## config.mk

```make
export PLATFORM = sky130hd
export DESIGN_NAME = frame_rr_arbiter
export DESIGN_NICKNAME = d
export VERILOG_FILES = /design/src/rtl/frame_rr_arbiter.sv
export SDC_FILE = /design/constraint.sdc
export NUM_CORES = 1
export LEC_CHECK = 0
export CAP_MARGIN = 25
export CORE_AREA = 2 2 112 87
export CTS_BUF_LIST = sky130_fd_sc_hd__clkbuf_4
export CTS_CLUSTER_DIAMETER = 100
export DETAILED_ROUTE_END_ITERATION = 12
export DIE_AREA = 0 0 114 89
export SYNTH_ARGS = -nofsm -noshare
export SYNTH_HDL_FRONTEND = slang
export SYNTH_SLANG_ARGS = --single-unit
```

## constraint.sdc

```tcl
create_clock -name clk -period 3.1 [get_ports clk]
set_input_delay 0.31 -clock clk [delete_from_list [all_inputs] [get_ports clk]]
set_output_delay 0.31 -clock clk [all_outputs]
set_load 0.05 [all_outputs]
```

## src/rtl/frame_rr_arbiter.sv

```systemverilog
// frame_rr_arbiter: round-robin grant of NUM_REQ producers onto one
// registered 16-bit frame bus with backpressure hold and handshake count.
module frame_rr_arbiter #(
  parameter int NUM_REQ = 4,
  parameter int DATA_W  = 8,
  parameter int TAG_W   = 4
) (
  input  logic                      clk,
  input  logic                      rst_n,
  input  logic [NUM_REQ-1:0]        req_valid,
  output logic [NUM_REQ-1:0]        req_ready,
  input  logic [NUM_REQ*DATA_W-1:0] req_data,
  input  logic [NUM_REQ*TAG_W-1:0]  req_tag,
  input  logic                      dup_tag,
  output logic                      out_valid,
  input  logic                      out_ready,
  output logic [15:0]               out_frame,
  output logic [2:0]                out_src,
  output logic [15:0]               frame_cnt
);

  typedef enum logic {EMPTY, FULL} state_t;

  state_t                 state, state_nxt;
  logic [2:0]             ptr;
  logic [2:0]             grant;
  logic                   found;
  logic                   load;
  logic                   accept;
  logic [2*NUM_REQ-1:0]   rot;
  logic [DATA_W-1:0]      data_g;
  logic [TAG_W-1:0]       tag_g;
  logic [15:0]            frame_nxt;
  logic [2:0]             ptr_nxt;

  assign out_valid = (state == FULL);
  assign load      = !out_valid || out_ready;
  assign accept    = load && found;

  // Scan valids rotated so that ptr lands at bit 0; first hit wins
  always_comb begin
    int sum;
    found = 1'b0;
    grant = '0;
    sum   = 0;
    rot   = {req_valid, req_valid} >> ptr;
    for (int k = 0; k < NUM_REQ; k++) begin
      if (!found && rot[k]) begin
        found = 1'b1;
        sum   = int'(ptr) + k;
        if (sum >= NUM_REQ) sum = sum - NUM_REQ;
        grant = 3'(sum);
      end
    end
  end

  // One-hot ready to the winner only when the output can load
  always_comb begin
    req_ready = '0;
    if (rst_n && accept)
      req_ready = {{(NUM_REQ-1){1'b0}}, 1'b1} << grant;
  end

  // Build the candidate frame and the rotated pointer
  always_comb begin
    data_g    = req_data[int'(grant)*DATA_W +: DATA_W];
    tag_g     = req_tag[int'(grant)*TAG_W +: TAG_W];
    frame_nxt = dup_tag ? {data_g, tag_g, tag_g}
                        : {4'b0000, data_g, tag_g};
    ptr_nxt   = (grant == 3'(NUM_REQ-1)) ? 3'd0 : grant + 3'd1;
  end

  // Output register occupancy: refill or drain whenever load is open
  always_comb begin
    state_nxt = state;
    if (load)
      state_nxt = found ? FULL : EMPTY;
  end

  // State register
  always_ff @(posedge clk or negedge rst_n) begin
    if (!rst_n) state <= EMPTY;
    else        state <= state_nxt;
  end

  // Frame, source and pointer update on accept
  always_ff @(posedge clk or negedge rst_n) begin
    if (!rst_n) begin
      out_frame <= '0;
      out_src   <= '0;
      ptr       <= '0;
    end else if (accept) begin
      out_frame <= frame_nxt;
      out_src   <= grant;
      ptr       <= ptr_nxt;
    end
  end

  // Completed output handshake counter, wraps naturally
  always_ff @(posedge clk or negedge rst_n) begin
    if (!rst_n)
      frame_cnt <= '0;
    else if (out_valid && out_ready)
      frame_cnt <= frame_cnt + 16'd1;
  end

endmodule

```

# Word level (Yosys, flattened, before mapping)
# Cells that the tools add are included.
# totals
register_bits	39
in_bits	56
out_inout_bits	40
# classes
muxes	16
n_addsub	9
magnitude_cmp	4
n_eq_ne	1
shift	4
reduce_logical	11
# ops
op	count
32-bit by 7-bit indexed part select with 8-bit output	1
3-bit two-way mux	9
16-bit by 1-bit adder with 16-bit output, second input constant	1
16-bit two-way mux	1
16-bit by 6-bit indexed part select with 4-bit output	1
4-bit by 3-bit >= comparator with 1-bit output, second input constant	3
3-bit subtractor, second input constant	4
3-bit by 2-bit adder with 4-bit output, second input constant	2
8-bit by 3-bit >> shifter with 4-bit output	1
1-bit logical AND	6
1-bit two-way mux	5
3-bit by 1-bit adder with 4-bit output, second input constant	1
1-bit zero test	4
4-bit two-way mux	1
1-bit by 3-bit << shifter with 4-bit output, first input constant	1
3-bit by 1-bit adder with 3-bit output, second input constant	1
3-bit by 2-bit == test with 1-bit output, second input constant	1
3-bit >= comparator, second input constant	1
1-bit logical OR	1

# Depth between registers and ports, before layout
# Gate-level depths: netlist of the first run.
# logic_depth
ltp_word	14
mapped_depth	11
depth_no_buf	8

# Worst setup path before layout of the first run
# Ideal clock, no wire load.
# synth_timing
path_kind	flip-flop to output port
startpoint	register ptr[0]
endpoint	output req_ready[0]
slack_ps	535
arrival_ps	2255
t_required_ps	2790
path_stages_with_launch	9
cell_sequence	dfrtp_1 buf_2 or4b_1 and4_1 buf_2 inv_2 buf_2 ha_1 and3_1
# synth_rtl
item	line_no	rtl
from (decl)	25	logic [2:0] ptr;
from (signal assigned)	95	ptr <= ptr_nxt;
branches (longest 10 deep; another with 3-bit by 1-bit adder with 4-bit output)	--	
3-bit two-way mux *	48	if (!found && rot[k]) begin
net grant[0]	26	logic [2:0] grant;
1-bit by 3-bit << shifter with 4-bit output *	61	req_ready = {{(NUM_REQ-1){1'b0}}, 1'b1} << grant;
4-bit two-way mux *	60	if (rst_n && accept)
to (decl)	11	output logic [NUM_REQ-1:0] req_ready,
# Mark *: on every way through the listed nets, which the timed path passes.

# Worst setup path in the final report of the first run
# layout_timing
startpoint	input req_valid[0]
endpoint	output req_ready[3]
# layout_via
elab_chain_cells	14
# layout_lines
item	line_no	rtl
from (decl)	10	input logic [NUM_REQ-1:0] req_valid,
8-bit by 3-bit >> shifter with 4-bit output *	46	rot = {req_valid, req_valid} >> ptr;
1-bit two-way mux	48	
1-bit zero test	48	
1-bit logical AND	48	
1-bit two-way mux	48	
1-bit zero test	48	
1-bit logical AND	48	
1-bit two-way mux	48	
1-bit zero test	48	
1-bit logical AND	48	
1-bit two-way mux	48	
1-bit logical AND	38	assign accept = load && found;
1-bit logical AND	60	
4-bit two-way mux *	60	
# Mark *: on every way between the ends. The rest lies on a longest branch, timed or not.

==> results of run 1 <==
==> through the flow <==
stage | utilization | cell area (um^2) | setup WS (ns) | instances | total power [W]
finish | 0.401 | 3580 | 0.173 | 454 | 0.00322
global route | 0.401 | 3580 | 0.0440 | 454 | 0.00345
CTS | 0.401 | 3580 | 0.0823 | 454 | 0.00326
detailed placement | 0.395 | 3530 | 0.188 | 446 | 0.00299
global placement | 0.395 | 3530 | 0.237 | 446 | 0.00298
floorplan | - | 2460 | 0.535 | 245 | 0.00238
==> worst paths after layout <==
check,from,end,depth (start not counted)
max reg2reg,ptr[0],out_frame[7],8
min reg2reg,frame_cnt[15],frame_cnt[15],1
min in group clk,frame_cnt[15],frame_cnt[15],1
max in group asynchronous,rst_n,ptr[0],2
min,rst_n,ptr[2],2
max,req_valid[0],req_ready[3],9
==> registers in the layout, indices dropped and copies added, names as in the netlist <==
signal / cells
frame_cnt: 16
out_frame: 16
ptr: 3
out_src: 3
out_valid: 1
==> cell usage after synthesis (2+ instances only) <==
master,instances,share of area
buf_6,2,0.0091
mux2_2,12,0.055
o31ai_1,2,0.0061
and3_1,5,0.013
nand3b_1,2,0.0061
o21ai_0,7,0.014
xor2_1,4,0.014
nand2b_1,4,0.010
ha_1,6,0.030
o21ai_1,6,0.012
nor3_1,6,0.012
dfrtp_1,39,0.40
a21oi_1,4,0.0081
clkbuf_1,4,0.0061
nor2b_1,2,0.0051
a22o_1,15,0.053
nand2_1,30,0.046
mux2i_1,22,0.089
o31ai_2,5,0.025
and2_1,3,0.0076
nand3_1,8,0.016
nor2_1,12,0.018
o2bb2ai_1,2,0.0071
inv_1,4,0.0061
xnor2_1,11,0.039
buf_2,5,0.010
nand4_1,4,0.010
==> per-layer routing <==
metal  vias up  GRT usage  share of wire  wire length, um
li1       1080          -              -                -
met1       995      0.176           0.47             3050
met2        80      0.208           0.44             2870
met3         5     0.0407          0.080              518
met4         0     0.0299         0.0068               44
met5         -          0              0                0
==> placed cells by master, fill, tap and decap left out, drive strengths merged, types with 2 or more instances in the layout <==
cell,count
a21oi,4
a22o,15
and2,4
and3,5
buf,12
clkbuf,6
clkdlybuf4s50,90
clkinv,2
dfrtp,39
ha,6
inv,5
mux2,12
mux2i,22
nand2,30
nand2b,4
nand3,8
nand3b,2
nand4,4
nor2,13
nor2b,2
nor3,6
o21ai,13
o2bb2ai,2
o31ai,7
xnor2,11
xor2,4
==> repair_timing <==
item / CTS / global route
setup buffers: 0 / 0
resized for setup: 0 / 1
hold buffers: 0 / 0
setup endpoints to repair: 0 / 2
==> cell families after synthesis <==
group,Yosys count,synth area share
and+or+nand+nor,83,0.165
AOI/OAI and AO/OA,50,0.163
DFF,39,0.396
muxes,34,0.144
buffers and inverters,18,0.0472
xor gates and xnor gates,15,0.0534
adders and majority gates,6,0.0305
==> area by class of cell <==
cell class	instances	area, um^2
Fill cell	895	5350
Multi-Input combinational cell	188	1370
Timing Repair Buffer	102	1030
Sequential cell	39	977
Tap cell	112	140
Clock buffer	6	45.0
Inverter	5	18.8
Clock inverter	2	7.51
==> worst max-delay path, cell delays in order <==
cell and delay, ns:
clkdlybuf4s50_1 0.67, nand3b_1 0.22, nand3_1 0.21, o21bai_2 0.11, a211o_1 0.37, buf_12 0.19, ha_1 0.18, and3_1 0.18
buf_12 0.16
==> power groups by stage <==
| stage | clock network, W | logic [W] | registers (W) |
|---|---|---|---|
| floorplan | 0 | 0.00105 | 0.00133 |
| global placement | 0 | 0.00215 | 0.000827 |
| detailed placement | 0 | 0.00216 | 0.000830 |
| CTS | 0.000276 | 0.00216 | 0.000822 |
| global route | 0.000304 | 0.00229 | 0.000856 |
| finish | 0.000263 | 0.00214 | 0.000820 |
==> flow_summary_export.csv, run 1 <==
group,metric,value,unit
outcome,outcome,"complete, no violations",
routing,drc_errors,0,
sta,min_period,2.93,ns
routing,post_drt_wl_per_cell,14.3,um
routing,dr.pass1.iters,5,
final_layout,drive_above_1_share,0.120,
synthesis,yosysSeqAreaShare,0.396,
pwr,seqPwrFrac,0.255,
global_routing,grt_pass1_wl,10300,um
sta,min_period_over_period,0.944,
pwr,pwr-share-comb,0.664,
run,cap_viol_max_count,0,
pwr,clockPowerShare,0.082,
synthesis,synthArstFlopShare,1.00,
pwr,power.density,898,nW/um^2
placement,port_buffers,95,
sta,setup_viol,0,
synthesis,yosysWarnings,0,
pwr,intPower,0.00165,W
pwr,peakVddDrop,0.363,mV
synthesis,synth_seq_cells,39,
floorplan,die-width,114,um
synthesis,ys.flop_type,"dfrtp_1",
global_routing,grt_pass1_vias,2087,
synthesis,synth_edf_count,0,
pwr,swShare,0.487,
synthesis,synth_nets,307,
critical_path,r2r_slack,0.62,ns
sta,whs,0.0796,ns
clock_tree,root_buffer,"clkbuf_4",
routing,wl,6480,um
sta,final_hold_viol_count,0,
floorplan,initial_core_util,0.276,
pwr,power_switching,0.00157,W
placement,place_congestion,0.835,
critical_path,path_max_fanout,18,
sta,fin_setup_tns,0,ns
synthesis,synth.avg_cell_area,10.1,um^2
sta,fin_skew,0.0105,ns
routing,vias_per_cell,4.76,
global_routing,grt_usage,0.131,
routing,ant_nets,0,
critical_path,critPathArrivalTime,2.62,ns
floorplan,die-area,10100,um^2
final_layout,area_delta_synth_final,45.6,%
synthesis,syn-cell-area,2460,um^2
hold_path,hp-class,"in -> async",
synthesis,synth_cells,245,
floorplan,num_rows,30,
sta,fmax,0.342,GHz
clock_tree,cts_tree,"done",
critical_path,endpoint_kind,"output port",
floorplan,die_y,89,um
global_routing,grt-ovfl-total,0,
clock_tree,numCtsBuffers,5,
critical_path,startpoint_type,"input pin",
placement,dp_hpwl,5090,um
global_routing,antenna_found_initial,0,
floorplan,io_pins,96,
global_routing,grt_max_degree,40,
final_layout,final_nets,403,
synthesis,ys_types,46,
critical_path,crit_required,2.79,ns
clock_tree,path_clk_slew,0.12,ns
clock_tree,h-tree-depth,2,
pwr,power.leakage,1.53,nW
routing,drt-initial-drc-count,159,
clock_tree,clk_path_buf_depth,2,
sta,max-slew-margin-rel,0.599,
sta,final_max_slew_viol_count,0,
final_layout,antenna_cells,0,
sta,rsz0062_at_grt,"no",
clock_tree,cts.sinks,39,
floorplan,core-area,8930,um^2
routing,vias,2160,
sta,worstMarginPinSlew,0.596,ns
critical_path,critical_path_class,"in -> out",
clock_tree,insertion_delay,0.34,ns
Note: power is estimated with default switching activity, not from simulation.
==> run 2: changes to the inputs <==
--- a/config.mk
+++ b/config.mk
@@ -11,6 +11,8 @@
 export CTS_CLUSTER_DIAMETER = 100
 export DETAILED_ROUTE_END_ITERATION = 12
 export DIE_AREA = 0 0 114 89
+export RECOVER_POWER = 25
+export SLEW_MARGIN = 20
 export SYNTH_ARGS = -nofsm -noshare
 export SYNTH_HDL_FRONTEND = slang
 export SYNTH_SLANG_ARGS = --single-unit
==> flow_summary_export.csv, run 2 (synthesis gave the netlist of run 1 again) <==
group,metric,value,unit
outcome,outcome,"complete, but fails checks",
outcome,violations,"capacitance limit, slew limit",
sta,rsz0062_at_grt,"no",
sta,fin_setup_tns,0,ns
clock_tree,cts_tree,"done",
final_layout,fillers,894,
sta,worstMarginPinSlew,2.18,ns
sta,setup_viol,0,
pwr,intPower,0.00165,W
final_layout,multi_input_area,1370,um^2
sta,min_period_over_period,0.945,
pwr,peakVddDrop,0.364,mV
placement,pre_cts_slack,0.188,ns
final_layout,layout_common_cells,"90 x clkdlybuf4s50_1, 38 x dfrtp_1, 30 x nand2_1, 22 x mux2i_1, 15 x a22o_1",
clock_tree,root_buffer,"clkbuf_4",
critical_path,r2r.worst_path.cells,8,
hold_path,hp-class,"reg -> reg",
sta,min_period,2.93,ns
critical_path,critPathMostFrequentCell,"buf_12",
clock_tree,cts.sinks,39,
critical_path,startpoint_type,"input pin",
sta,final_max_slew_viol_count,40,
routing,post_drt_wl_per_cell,14.3,um
routing,wl,6510,um
clock_tree,clk_path_buf_depth,2,
run,cap_viol_max_count,1,
critical_path,crit_required,2.79,ns
critical_path,path_cells,"clkdlybuf4s50_1 -> nand3b_1 -> nand3_1 -> o21bai_2 -> a211o_1 -> buf_12 -> ha_1 -> and3_1 -> buf_12",
pwr,power.density,900,nW/um^2
routing,drt-initial-drc-count,160,
global_routing,grt_pass1_wl,10300,um
critical_path,critPathArrivalTime,2.62,ns
pwr,power_switching,0.00157,W
global_routing,antenna_found_initial,0,
hold_path,min_path_cells,1,
clock_tree,insertion_delay,0.34,ns
critical_path,endpoint_kind,"output port",
clock_tree,cts_hold_buf,0,
critical_path,path_max_fanout,18,
sta,fmax,0.341,GHz
routing,ant_nets,0,
routing,vias,2172,
floorplan,core-area,8930,um^2
placement,dp_hpwl,5090,um
pwr,pwr-share-comb,0.664,
pwr,swShare,0.488,
floorplan,io_pins,96,
clock_tree,h-tree-depth,2,
pwr,seqPwrFrac,0.255,
sta,final_hold_viol_count,0,
global_routing,grt_usage,0.131,
pwr,clockPowerShare,0.082,
sta,fin_skew,0.00996,ns
global_routing,grt-ovfl-total,0,
final_layout,final_nets,403,
critical_path,crit_slowest_cell,"clkdlybuf4s50_1",
clock_tree,numCtsBuffers,5,
final_layout,antenna_cells,0,
clock_tree,cts_setup_buffers,0,
clock_tree,path_clk_slew,0.11,ns
critical_path,critical_path_class,"in -> out",
final_layout,area_delta_synth_final,45.4,%
pwr,power.leakage,1.52,nW
sta,setup_ws,0.170,ns
sta,max-slew-margin-rel,-0.454,
final_layout,top_regs,"frame_cnt: 16 flops, out_frame: 16 flops",
floorplan,num_rows,30,
pwr,power.total,0.00322,W
floorplan,die_y,89,um
final_layout,regArea,977,um^2
clock_tree,ctsResizeCount,0,
placement,place_congestion,0.835,
floorplan,initial_core_util,0.276,
critical_path,slowest_delay,0.67,ns
floorplan,die-width,114,um
routing,drc_errors,0,
placement,port_buffers,95,
routing,dr.pass1.iters,4,
routing,vias_per_cell,4.78,
final_layout,drive_above_1_share,0.114,
global_routing,grt_max_degree,40,
final_layout,mostFrequentLayoutCell,"clkdlybuf4s50_1",
floorplan,die-area,10100,um^2
global_routing,grt_pass1_vias,2087,
-- run 2: cell types whose count changed in the layout (fill, tap and decap cells not counted), sizes merged --
cell / delta
buf: -2
clkbuf: +2
-- run 2: final timing paths --
kind,from,slack (ns),endpoint
max,req_valid[0],0.17,req_ready[3]
min,frame_cnt[15],0.47,frame_cnt[15]
max reg2reg,ptr[0],0.63,out_frame[7]
min reg2reg,frame_cnt[15],0.47,frame_cnt[15]
max in group asynchronous,rst_n,0.91,ptr[0]
min in group asynchronous,rst_n,0.81,ptr[0]
-- run 2: per-stage QoR --
stage	instance area [um^2]	cells	hold slack [ns]	utilization
floorplan	2460	245	0.0144	-
finish	3580	454	0.474	0.401
detailed placement	3530	446	0.467	0.395
global placement	3530	446	0.461	0.395
global route	3580	454	0.495	0.401
CTS	3580	454	0.0864	0.401
-- run 2: power by group through the flow --
stage | clock (W) | combinational (W) | sequential, W
floorplan | 0 | 0.00105 | 0.00133
global placement | 0 | 0.00215 | 0.000827
detailed placement | 0 | 0.00216 | 0.000830
CTS | 0.000276 | 0.00216 | 0.000822
global route | 0.000304 | 0.00229 | 0.000856
finish | 0.000263 | 0.00214 | 0.000821
-- run 2: layout make-up --
type                            count  share of cell area
Timing Repair Buffer              102               0.285
Multi-Input combinational cell    188               0.383
Tap cell                          112              0.0391
Clock inverter                      2             0.00210
Sequential cell                    39               0.273
Inverter                            5             0.00524
Clock buffer                        6              0.0126
-- run 2: critical path, delay by kind of cell --
kind / cells / cell delay, ns
AO/OA/AOI/OAI: 2 / 0.48
AND/OR/NAND/NOR: 3 / 0.62
adder cells (fa/ha/maj): 1 / 0.18
buffers and inverters: 3 / 1.02
-- run 2: metal layers --
layer / vias up / track usage / wire, um
met5: - / 0 / 0
met2: 80 / 0.208 / 2890
met3: 5 / 0.0407 / 470
met4: 0 / 0.0299 / 44
met1: 1010 / 0.176 / 3110
li1: 1077 / - / -
